## src/rtl/display_pkg.sv

```systemverilog
// Shared display-pipeline definitions.
// Holds the pixel width, the 80x60 character-plane geometry and the pixel_t type
// used by the display-plane, buffering and VGA output stages.
package display_pkg;

  localparam int unsigned PIX_W       = 8;
  localparam int unsigned SCREEN_COLS = 80;
  localparam int unsigned SCREEN_ROWS = 60;
  // SCREEN_COLS * SCREEN_ROWS character cells
  localparam logic [12:0] PLANE_SIZE  = 13'h12C0;

  typedef logic [PIX_W-1:0] pixel_t;

endpackage

```

## src/rtl/dp_ram_sync.sv

```systemverilog
// Simple dual-port synchronous RAM, Depth = 2**AW words of DW bits.
// Ports:
//   clk_i    clock
//   we_i     write enable; wdata_i is stored at waddr_i on the rising edge
//   waddr_i  write address
//   wdata_i  write data
//   re_i     read enable; rdata_o loads mem[raddr_i] on the rising edge
//   raddr_i  read address
//   rdata_o  registered read data, holds its value while re_i is low
// No reset: contents and rdata_o are undefined until written/read.
// A read and a write to the same address in one cycle returns the old word.
module dp_ram_sync #(
  parameter int unsigned DW = 8,
  parameter int unsigned AW = 5
) (
  input  logic          clk_i,
  input  logic          we_i,
  input  logic [AW-1:0] waddr_i,
  input  logic [DW-1:0] wdata_i,
  input  logic          re_i,
  input  logic [AW-1:0] raddr_i,
  output logic [DW-1:0] rdata_o
);

  logic [DW-1:0] mem_q [2**AW];
  logic [DW-1:0] rdata_q;

  always_ff @(posedge clk_i) begin
    if (we_i) begin
      mem_q[waddr_i] <= wdata_i;
    end
    if (re_i) begin
      rdata_q <= mem_q[raddr_i];
    end
  end

  assign rdata_o = rdata_q;

endmodule

```

## src/rtl/pixel_fifo.sv

```systemverilog
// Single-clock pixel buffer between the display-plane stage (writer) and the
// VGA output stage (reader). 'full' asserts FULL_MARGIN entries early so that
// fetches already in flight upstream still find room.
// Ports:
//   clk       clock, all flops on the rising edge
//   rst       asynchronous active-high reset
//   wr_en     push wr_data this cycle
//   wr_data   pixel from the display-plane stage
//   full      stall to upstream: level >= DEPTH - FULL_MARGIN
//   rd_en     pop request from the VGA stage
//   rd_data   popped pixel, one cycle after rd_en; black after an underrun
//   rd_valid  rd_data holds a pixel popped this cycle
//   empty     level == 0
//   level     occupancy, 0..DEPTH
//   overflow  sticky: a write was dropped
//   underrun  sticky: a read found nothing to pop
//   clr_err   clears both sticky flags (a new error in the same cycle wins)
module pixel_fifo
  import display_pkg::*;
#(
  parameter int unsigned DW          = PIX_W,
  parameter int unsigned ADDR_W      = 5,
  parameter int unsigned FULL_MARGIN = 2
) (
  input  logic            clk,
  input  logic            rst,
  input  logic            wr_en,
  input  logic [DW-1:0]   wr_data,
  output logic            full,
  input  logic            rd_en,
  output logic [DW-1:0]   rd_data,
  output logic            rd_valid,
  output logic            empty,
  output logic [ADDR_W:0] level,
  output logic            overflow,
  output logic            underrun,
  input  logic            clr_err
);

  localparam int unsigned     Depth      = 2**ADDR_W;
  localparam logic [ADDR_W:0] LevelMax   = (ADDR_W+1)'(Depth);
  localparam logic [ADDR_W:0] FullThresh = (ADDR_W+1)'(Depth - FULL_MARGIN);

  logic [ADDR_W-1:0] wr_ptr_q, wr_ptr_d;
  logic [ADDR_W-1:0] rd_ptr_q, rd_ptr_d;
  logic [ADDR_W:0]   level_q, level_d;
  logic              rd_valid_q, rd_valid_d;
  // rd_data is forced to black while set (after reset or an underrun)
  logic              rd_zero_q, rd_zero_d;
  logic              overflow_q, overflow_d;
  logic              underrun_q, underrun_d;

  logic              rd_acc, wr_acc;
  logic [DW-1:0]     ram_rdata;

  // At level == Depth a simultaneous pop frees the slot being written
  assign rd_acc = rd_en & (level_q != '0);
  assign wr_acc = wr_en & ((level_q != LevelMax) | rd_acc);

  always_comb begin
    wr_ptr_d   = wr_ptr_q;
    rd_ptr_d   = rd_ptr_q;
    level_d    = level_q + {{ADDR_W{1'b0}}, wr_acc} - {{ADDR_W{1'b0}}, rd_acc};
    rd_valid_d = rd_acc;
    rd_zero_d  = rd_zero_q;
    overflow_d = (overflow_q & ~clr_err) | (wr_en & ~wr_acc);
    underrun_d = (underrun_q & ~clr_err) | (rd_en & ~rd_acc);

    if (wr_acc) begin
      wr_ptr_d = wr_ptr_q + ADDR_W'(1);
    end
    if (rd_acc) begin
      rd_ptr_d  = rd_ptr_q + ADDR_W'(1);
      rd_zero_d = 1'b0;
    end else if (rd_en) begin
      rd_zero_d = 1'b1;
    end
  end

  always_ff @(posedge clk or posedge rst) begin
    if (rst) begin
      wr_ptr_q   <= '0;
      rd_ptr_q   <= '0;
      level_q    <= '0;
      rd_valid_q <= 1'b0;
      rd_zero_q  <= 1'b1;
      overflow_q <= 1'b0;
      underrun_q <= 1'b0;
    end else begin
      wr_ptr_q   <= wr_ptr_d;
      rd_ptr_q   <= rd_ptr_d;
      level_q    <= level_d;
      rd_valid_q <= rd_valid_d;
      rd_zero_q  <= rd_zero_d;
      overflow_q <= overflow_d;
      underrun_q <= underrun_d;
    end
  end

  dp_ram_sync #(
    .DW (DW),
    .AW (ADDR_W)
  ) u_ram (
    .clk_i   (clk),
    .we_i    (wr_acc),
    .waddr_i (wr_ptr_q),
    .wdata_i (wr_data),
    .re_i    (rd_acc),
    .raddr_i (rd_ptr_q),
    .rdata_o (ram_rdata)
  );

  assign rd_data  = rd_zero_q ? '0 : ram_rdata;
  assign rd_valid = rd_valid_q;
  assign level    = level_q;
  assign empty    = (level_q == '0);
  assign full     = (level_q >= FullThresh);
  assign overflow = overflow_q;
  assign underrun = underrun_q;

endmodule

```

## config.mk

```make
export PLATFORM = sky130hd
export DESIGN_NAME = pixel_fifo
export DESIGN_NICKNAME = d
export VERILOG_FILES = /design/src/rtl/display_pkg.sv /design/src/rtl/dp_ram_sync.sv /design/src/rtl/pixel_fifo.sv
export SDC_FILE = /design/constraint.sdc
export NUM_CORES = 1
export LEC_CHECK = 0
export ABC_CLOCK_PERIOD_IN_PS = 3500
export CAP_MARGIN = 40
export CORE_MARGIN = 4
export CORE_UTILIZATION = 60
export DETAILED_ROUTE_END_ITERATION = 6
export PLACE_DENSITY = 0.78
export SYNTH_ARGS = -nofsm -noshare
export SYNTH_HDL_FRONTEND = slang
export SYNTH_SLANG_ARGS = --single-unit
```

## constraint.sdc

```tcl
create_clock -name clk -period 3.5 [get_ports clk]
set_input_delay 0.7 -clock clk [delete_from_list [all_inputs] [get_ports clk]]
set_output_delay 0.7 -clock clk [all_outputs]
set_load 0.02 [all_outputs]
```

==> results of run 1 <==
## cells by family after synthesis
logic type               Yosys count
multiplexers                      80
AND/OR/NAND/NOR                   81
AO/OA/AOI/OAI                     71
buffers and inverters             46
adder cells (fa/ha/maj)           16
flip-flops                       284
XOR/XNOR                          10
## flip-flops by register name, indices dropped and copies added (netlist names)
name / cells
wr_ptr_q: 5
underrun: 1
rd_zero_q: 1
u_ram.rdata_o: 8
u_ram.mem_q: 256
level: 6
rd_valid: 1
overflow: 1
rd_ptr_q: 5
## critical path: cells and delay by family (launching register included)
family	cells	cell delay (ns)
flops	1	0.42
fa+ha+maj	1	0.18
buf+inv	2	0.80
simple gates	1	0.48
## cell usage in the layout, fill, tap and decap left out, types with 2 or more instances in the layout
master           synthesis  layout
edfxtp_1               264     264
mux4_2                  48      48
buf_4                    5      43
nor2_1                  37      37
clkdlybuf4s50_1          0      31
mux2i_1                 30      30
clkbuf_16                0      29
inv_1                   19      19
a21oi_1                 19      19
dfrtp_1                 19      18
ha_1                    15      15
nor2b_1                 12      12
nand2_1                 11      11
clkinv_2                 0      10
a22oi_1                  9       9
o221ai_1                 8       8
o22ai_1                  8       8
o21ai_0                  8       8
xnor2_1                  7       7
a22o_1                   7       7
clkinv_1                 0       7
nand3_1                  5       5
nand3b_1                 5       5
a2111oi_2                5       5
nand4_1                  3       3
xor2_1                   3       3
a2111oi_1                2       2
or3b_2                   2       2
clkbuf_1                12       2
clkinvlp_4               0       2
## where the power goes
group          total (mW)  internal, mW  switching [mW]
Clock                2.78          1.58            1.21
Combinational        3.07          1.45            1.62
Sequential           4.47          4.10           0.375
## layout make-up
type	instances	area, µm²	share of cell area, %
repair buffers	78	707	5.44
well taps	229	287	2.20
clock buffers	31	733	5.64
clock inverters	21	130	1.00
multi-input cells	258	2640	20.3
inverters	19	71.3	0.549
flip-flops and latches	284	8430	64.9
## layer usage
| layer | vias to the layer above | global-route usage (%) | share of wire, % |
|---|---|---|---|
| met5 | - | 0 | 0 |
| met3 | 45 | 4.05 | 6.6 |
| met4 | 0 | 6.17 | 2.9 |
| met2 | 227 | 35.9 | 50 |
| li1 | 2531 | - | - |
| met1 | 2940 | 30.7 | 40 |
## final timing paths
| check | cells after the start | startpoint | endpoint |
|---|---|---|---|
| max reg2reg | 12 | level[2] | level[4] |
| max in group asynchronous | 2 | rst | rd_ptr_q[0] |
| min in group asynchronous | 2 | rst | rd_ptr_q[3] |
| min reg2reg | 2 | underrun | underrun |
| max | 4 | level[2] | empty |
| min | 2 | underrun | underrun |
## stage by stage
stage          util [%]  total power [mW]  cell area [µm²]  std cells  hold slack, ns
4_1_cts            71.4              10.4            13000        920           0.525
5_1_grt            71.4              10.8            13000        920           0.539
6_report           71.4              10.3            13000        920           0.523
3_5_place_dp       66.6              7.59            12100        868           0.513
2_1_floorplan         -              6.56            11300        588           0.496
3_3_place_gp       66.3              7.41            12100        865           0.508
==> metrics.md, run 1 <==
| Metric | Value |
|---|---|
| Status | finished, final reports clean |
| Total GRT Usage | ~22% |
| Largest family of logic cells by synthesized area | multiplexers |
| Final Skew | around 0.015 ns |
| Adder-Cell Fraction of Synth Area | approximately 1.8% |
| Post-synthesis compound-gate area fraction | between 4 and 5% |
| Avg Synthesized Cell Area | ~19 µm² |
| Num ports | 32 |
| Number of synthesized flops with an enable pin | between 200 and 300 |
| Yosys top cell area share | 70.2% |
| Synth area leaders | edfxtp_1, mux4_2, dfrtp_1, mux2i_1, ha_1 |
| Most frequent cells after synthesis | edfxtp_1, mux4_2, nor2_1 |
| Top FF cell, synth | edfxtp_1 |
| Worst-Margin Slew | approximately 0.84 ns |
| Pin count of the biggest net entering global routing | between 40 and 50 |
| RD Place Congestion | roughly 0.79 |
| Seq/Total Area, Yosys | between 70% and 80% |
| Yosys reg bits | 284 |
| Share of cells above drive strength 1 | approximately 22% |
| Critical path class | reg2out |
| Final Cycle Share | around nine tenths |
| Max VDD drop | between 500 and 600 µV |
| Cell variety after synth | 44 |
| Most common cell in the netlist | edfxtp_1 |
| Iter 0 DRT Violations | 526 |
| Max cap viols | 0 |
| Worst slack, placed | 0.518 ns |
| Startpoint Class | register |
| Worst-case clock buffer depth | 3 |
| Count of port buffers added during placement | 31 |
| Slew HR | between 40% and 50% |
| Final setup vio count | 0 |
| Warnings, synthesis | 0 |
| Fin nets | around 700 |
| Skew-Pair Late Insertion Delay | about 0.53 ns |
| Area delta synth->final | 15.1% |
| Die Y | between 100 and 150 µm |
| CTS tree | done |
| Critical-path top delay cell | clkdlybuf4s50_1 |
| RSZ-0062 raised after global routing | no |
| DRC | 0 |
| Post-Route WL | approximately 23 mm |
| Max Slew Vio Count | 0 |
| Post-DP HPWL | about 14 mm |
| Row count | approximately 50 |
| Pwr Density | approximately 800 nW/µm² |
| Clock Sinks | ~280 |
| H-tree depth | 1 |
| CP max stage delay | 0.70 ns |
| # diodes | 0 |
| Core area | about 18000 µm² |
| Root Buffer | clkbuf_16 |
| Starting Density | 62.0% |
| Mapped Cells | 588 |
| First-pass GRT wire length | 35.1 mm |
| Initial antenna violation count | 0 |
| Post-route ant nets | 0 |
| Min Clock Period, post-route | a little over 3 ns |
| CTS resizes | 0 |
| Total gr overflow | 0 |
| Worst Path Arrival | about 2.4 ns |
| Worst-path clk slew | around 0.060 ns |
| Worst reg-to-reg setup slack | about 0.64 ns |
| Syn Std Cell Area | approximately 11000 µm² |
| Die Width | between 100 and 150 µm |
| Fin Setup TNS | 0 ns |
| Yosys top cell by area | edfxtp_1 |
| Hold Vio Cnt, Final | 0 |
| Post-Synth XOR/XNOR Area | less than 1% |
| Worst Path Required | around 2.8 ns |
| WL/cell | between 20 and 25 µm |
| Vias | ~5700 |
| Vias in the first global route | between 5000 and 6000 |
| Layout fillers | a little over 1000 |
| Leak | approximately 4.4 nW |
| Mux contribution to synthesized area | about 13% |
| Critical Path Sink Type | output port |
| Largest fanout on the critical path | 4 |
| Mapped Nets | between 600 and 700 |
| Post-cts hold buffer count | 0 |
| Vias/cell | around 6.2 |
| HP Class | reg2reg |
| Fraction of registers with async set/reset | under 10% |
| Post-CTS Setup Inserts | 0 |
| Worst setup margin | 0.390 ns |
| Peak Freq | approximately 320 MHz |
| Die area | between 20000 and 25000 µm² |
| Simple-Gate Fraction of Synth Area | 3.54% |
| Critical Path, Cell by Cell | inv_1 -> ha_1 -> nor4bb_1 -> clkdlybuf4s50_1 |
| Pre-Repair DR Iteration Count | 4 |
| Inserted Clock Buffers | 28 |
No activity file was read; power rests on OpenSTA's default activity.
==> inputs of run 2 (changes only) <==
--- a/config.mk
+++ b/config.mk
@@ -11,6 +11,8 @@
 export CORE_UTILIZATION = 60
 export DETAILED_ROUTE_END_ITERATION = 6
 export PLACE_DENSITY = 0.78
+export REMOVE_ABC_BUFFERS = 1
+export SLEW_MARGIN = 30
 export SYNTH_ARGS = -nofsm -noshare
 export SYNTH_HDL_FRONTEND = slang
 export SYNTH_SLANG_ARGS = --single-unit
==> run 2 against run 1 <==
- clock power is 7.6% higher
- power is 2.2% higher
- utilization is 0.30 points higher
- combinational power hardly changed
- first-iteration DRC count is 3.4% higher
- clock-buffer cell count is 8 higher
- highest routed layer unchanged
==> metrics.md, run 2 (synthesis results as in run 1) <==
| Metric | Value |
|---|---|
| RD Place Congestion | 0.876 |
| Startpoint Class | register |
| Hold_ws | 0.405 ns |
| H-tree depth | 1 |
| HP Class | in2async |
| Met1 usage | between 30% and 40% |
| Area delta synth->final | 15.6% |
| Worst-path clk slew | around 0.06 ns |
| Worst setup margin | ~0.48 ns |
| Pwr Density | 808 nW/µm² |
| Final Skew | 0.0108 ns |
| Final setup vio count | 0 |
| Hold Vio Cnt, Final | 0 |
| Die Width | about 150 µm |
| Initial antenna violation count | 0 |
| Cell family with most CP delay | buffers and inverters |
| Worst Path Required | about 2.8 ns |
| Slew HR | between 40% and 50% |
| Leak | roughly 4.4 nW |
| Fin Setup TNS | 0 ns |
| Max reg flops | ~260 |
| Final Cycle Share | approximately 86% |
| Pre-Repair DR Iteration Count | 5 |
| Most frequent cells in the layout | edfxtp_1, mux4_2, buf_4 |
| Most common cell after layout, fill and taps aside | edfxtp_1 |
| Peak Freq | about 330 MHz |
| Fin nets | around 700 |
| Iter 0 DRT Violations | about 540 |
| Pin count of the biggest net entering global routing | 40 |
| Logic gate share of total power | 29.4% |
| Skew-Pair Late Insertion Delay | ~0.53 ns |
| Largest fanout on the critical path | 4 |
| Root Buffer | clkbuf_16 |
| Num ports | 32 |
| Post-CTS Setup Inserts | 0 |
| Post-DP HPWL | roughly 15 mm |
| Critical path class | reg2out |
| Post-Route WL | about 23 mm |
| Row count | ~50 |
| WL/cell | between 20 and 25 µm |
| Count of port buffers added during placement | 31 |
| Final design utilization | 71.7% |
| CTS tree | done |
| Max VDD drop | around 590 µV |
| Max cap viols | 0 |
| Worst Path Arrival | 2.32 ns |
| Die area | roughly 21000 µm² |
| Vias | about 5800 |
| Sw frac | 30.5% |
| Critical-path top delay cell | clkdlybuf4s50_1 |
| Starting Density | 62.0% |
| # placed instances | 868 |
| Largest Register | u_ram.mem_q |
| Inserted Clock Buffers | 28 |
| Core area | approximately 18000 µm² |
| Worst slack, placed | 0.505 ns |
| Die Y | between 100 and 150 µm |
| CP max stage delay | about 0.7 ns |
| DRC | 0 |
| Busiest layer in global routing | met2 |
| Post-cts hold buffer count | 0 |
| Worst-case clock buffer depth | 3 |
| Final non-filler cell total | between 900 and 1000 |
| Seq pwr share | ~42% |
| Critical Path Sink Type | output port |
| Clock Sinks | roughly 280 |
| Max Slew Vio Count | 0 |
| Total gr overflow | 0 |
| Met3 usage | roughly 3.6% |
| Vias/cell | between 6 and 7 |
| Min Clock Period, post-route | about 3.0 ns |
| RSZ-0062 raised after global routing | no |
| Vias in the first global route | between 6000 and 7000 |
| Share of cells above drive strength 1 | 21.4% |
| Post-route ant nets | 0 |
| Status | finished, final reports clean |
| Routing usage on met2 | a little over a third |
| NetSw | ~3.2 mW |
| P_int | about 7.3 mW |
| Worst-Margin Slew | slightly above 0.8 ns |
| WP buf/inv | 2 |
| Total GRT Usage | between 20 and 25% |
| Critical Path, Cell by Cell | inv_1 -> ha_1 -> nor4bb_1 -> clkdlybuf4s50_1 |
| # diodes | 0 |
| Layout fillers | between 1000 and 1500 |
| First-pass GRT wire length | roughly 35 mm |
| Clock share of power | between 20% and 30% |
| CTS resizes | 0 |
[run 2: cell types whose count changed in the layout (fill, tap and decap cells not counted), sizes merged]
cell / delta
clkinv: -10
clkbuf: +8
bufinv: +2
buf: +1
clkinvlp: -1
inv: +1
[run 2: worst register-to-register path: cells and delay by family, from the launching register on]
family	cells	cell delay, ns
AO/OA/AOI/OAI	3	0.44
XOR/XNOR	1	0.17
adder cells (fa/ha/maj)	3	0.78
buffers and inverters	4	0.44
flip-flops	1	0.42
AND/OR/NAND/NOR	2	0.56
[run 2: cell type report]
cell class	count	area (µm²)	area share, %
clock buffers	39	793	6.08
clock inverters	13	141	1.08
well taps	229	287	2.20
flip-flops and latches	284	8430	64.6
inverters	19	71.3	0.546
repair buffers	79	691	5.29
multi-input cells	258	2640	20.2
[run 2: worst paths after layout]
check	start	to	slack [ns]	cells after the start
max	level[2]	empty	0.48	4
min	rst	level[1]	0.40	2
max reg2reg	level[2]	level[4]	0.61	13
min reg2reg	underrun	underrun	0.53	2
max in group asynchronous	rst	rd_zero_q	2.62	3
min in group clk	underrun	underrun	0.53	2
[run 2: stage by stage]
step	instance area, µm²	power (mW)
floorplan	11100	6.51
global placement	12100	7.50
detailed placement	12100	7.62
CTS	13000	10.6
global route	13100	11.0
finish	13100	10.5
[run 2: power groups by stage]
stage / registers (mW) / clock network [mW] / logic, mW
after global routing: 4.51 / 3.17 / 3.32
after global placement: 4.50 / 0 / 3.00
final: 4.46 / 2.99 / 3.10
after detailed placement: 4.53 / 0 / 3.09
after CTS: 4.47 / 3.02 / 3.11
after floorplan: 4.64 / 0 / 1.87
[run 2: metal layers]
metal	part of all wire, %	wire length (µm)	vias to the layer above
met2	50	11300	232
met5	0	0	-
met1	41	9280	2997
met4	2.8	639	0
met3	6.4	1460	52
li1	-	-	2528
==> inputs of run 3 (changes only) <==
--- a/config.mk
+++ b/config.mk
@@ -10,6 +10,8 @@
 export CORE_MARGIN = 4
 export CORE_UTILIZATION = 60
 export DETAILED_ROUTE_END_ITERATION = 6
+export GPL_ROUTABILITY_DRIVEN = 0
+export HOLD_SLACK_MARGIN = 0.08
 export PLACE_DENSITY = 0.78
 export REMOVE_ABC_BUFFERS = 1
 export SLEW_MARGIN = 30
==> results of run 3 <==
The final DEF is identical to that of run 2; final timing and power are the same.
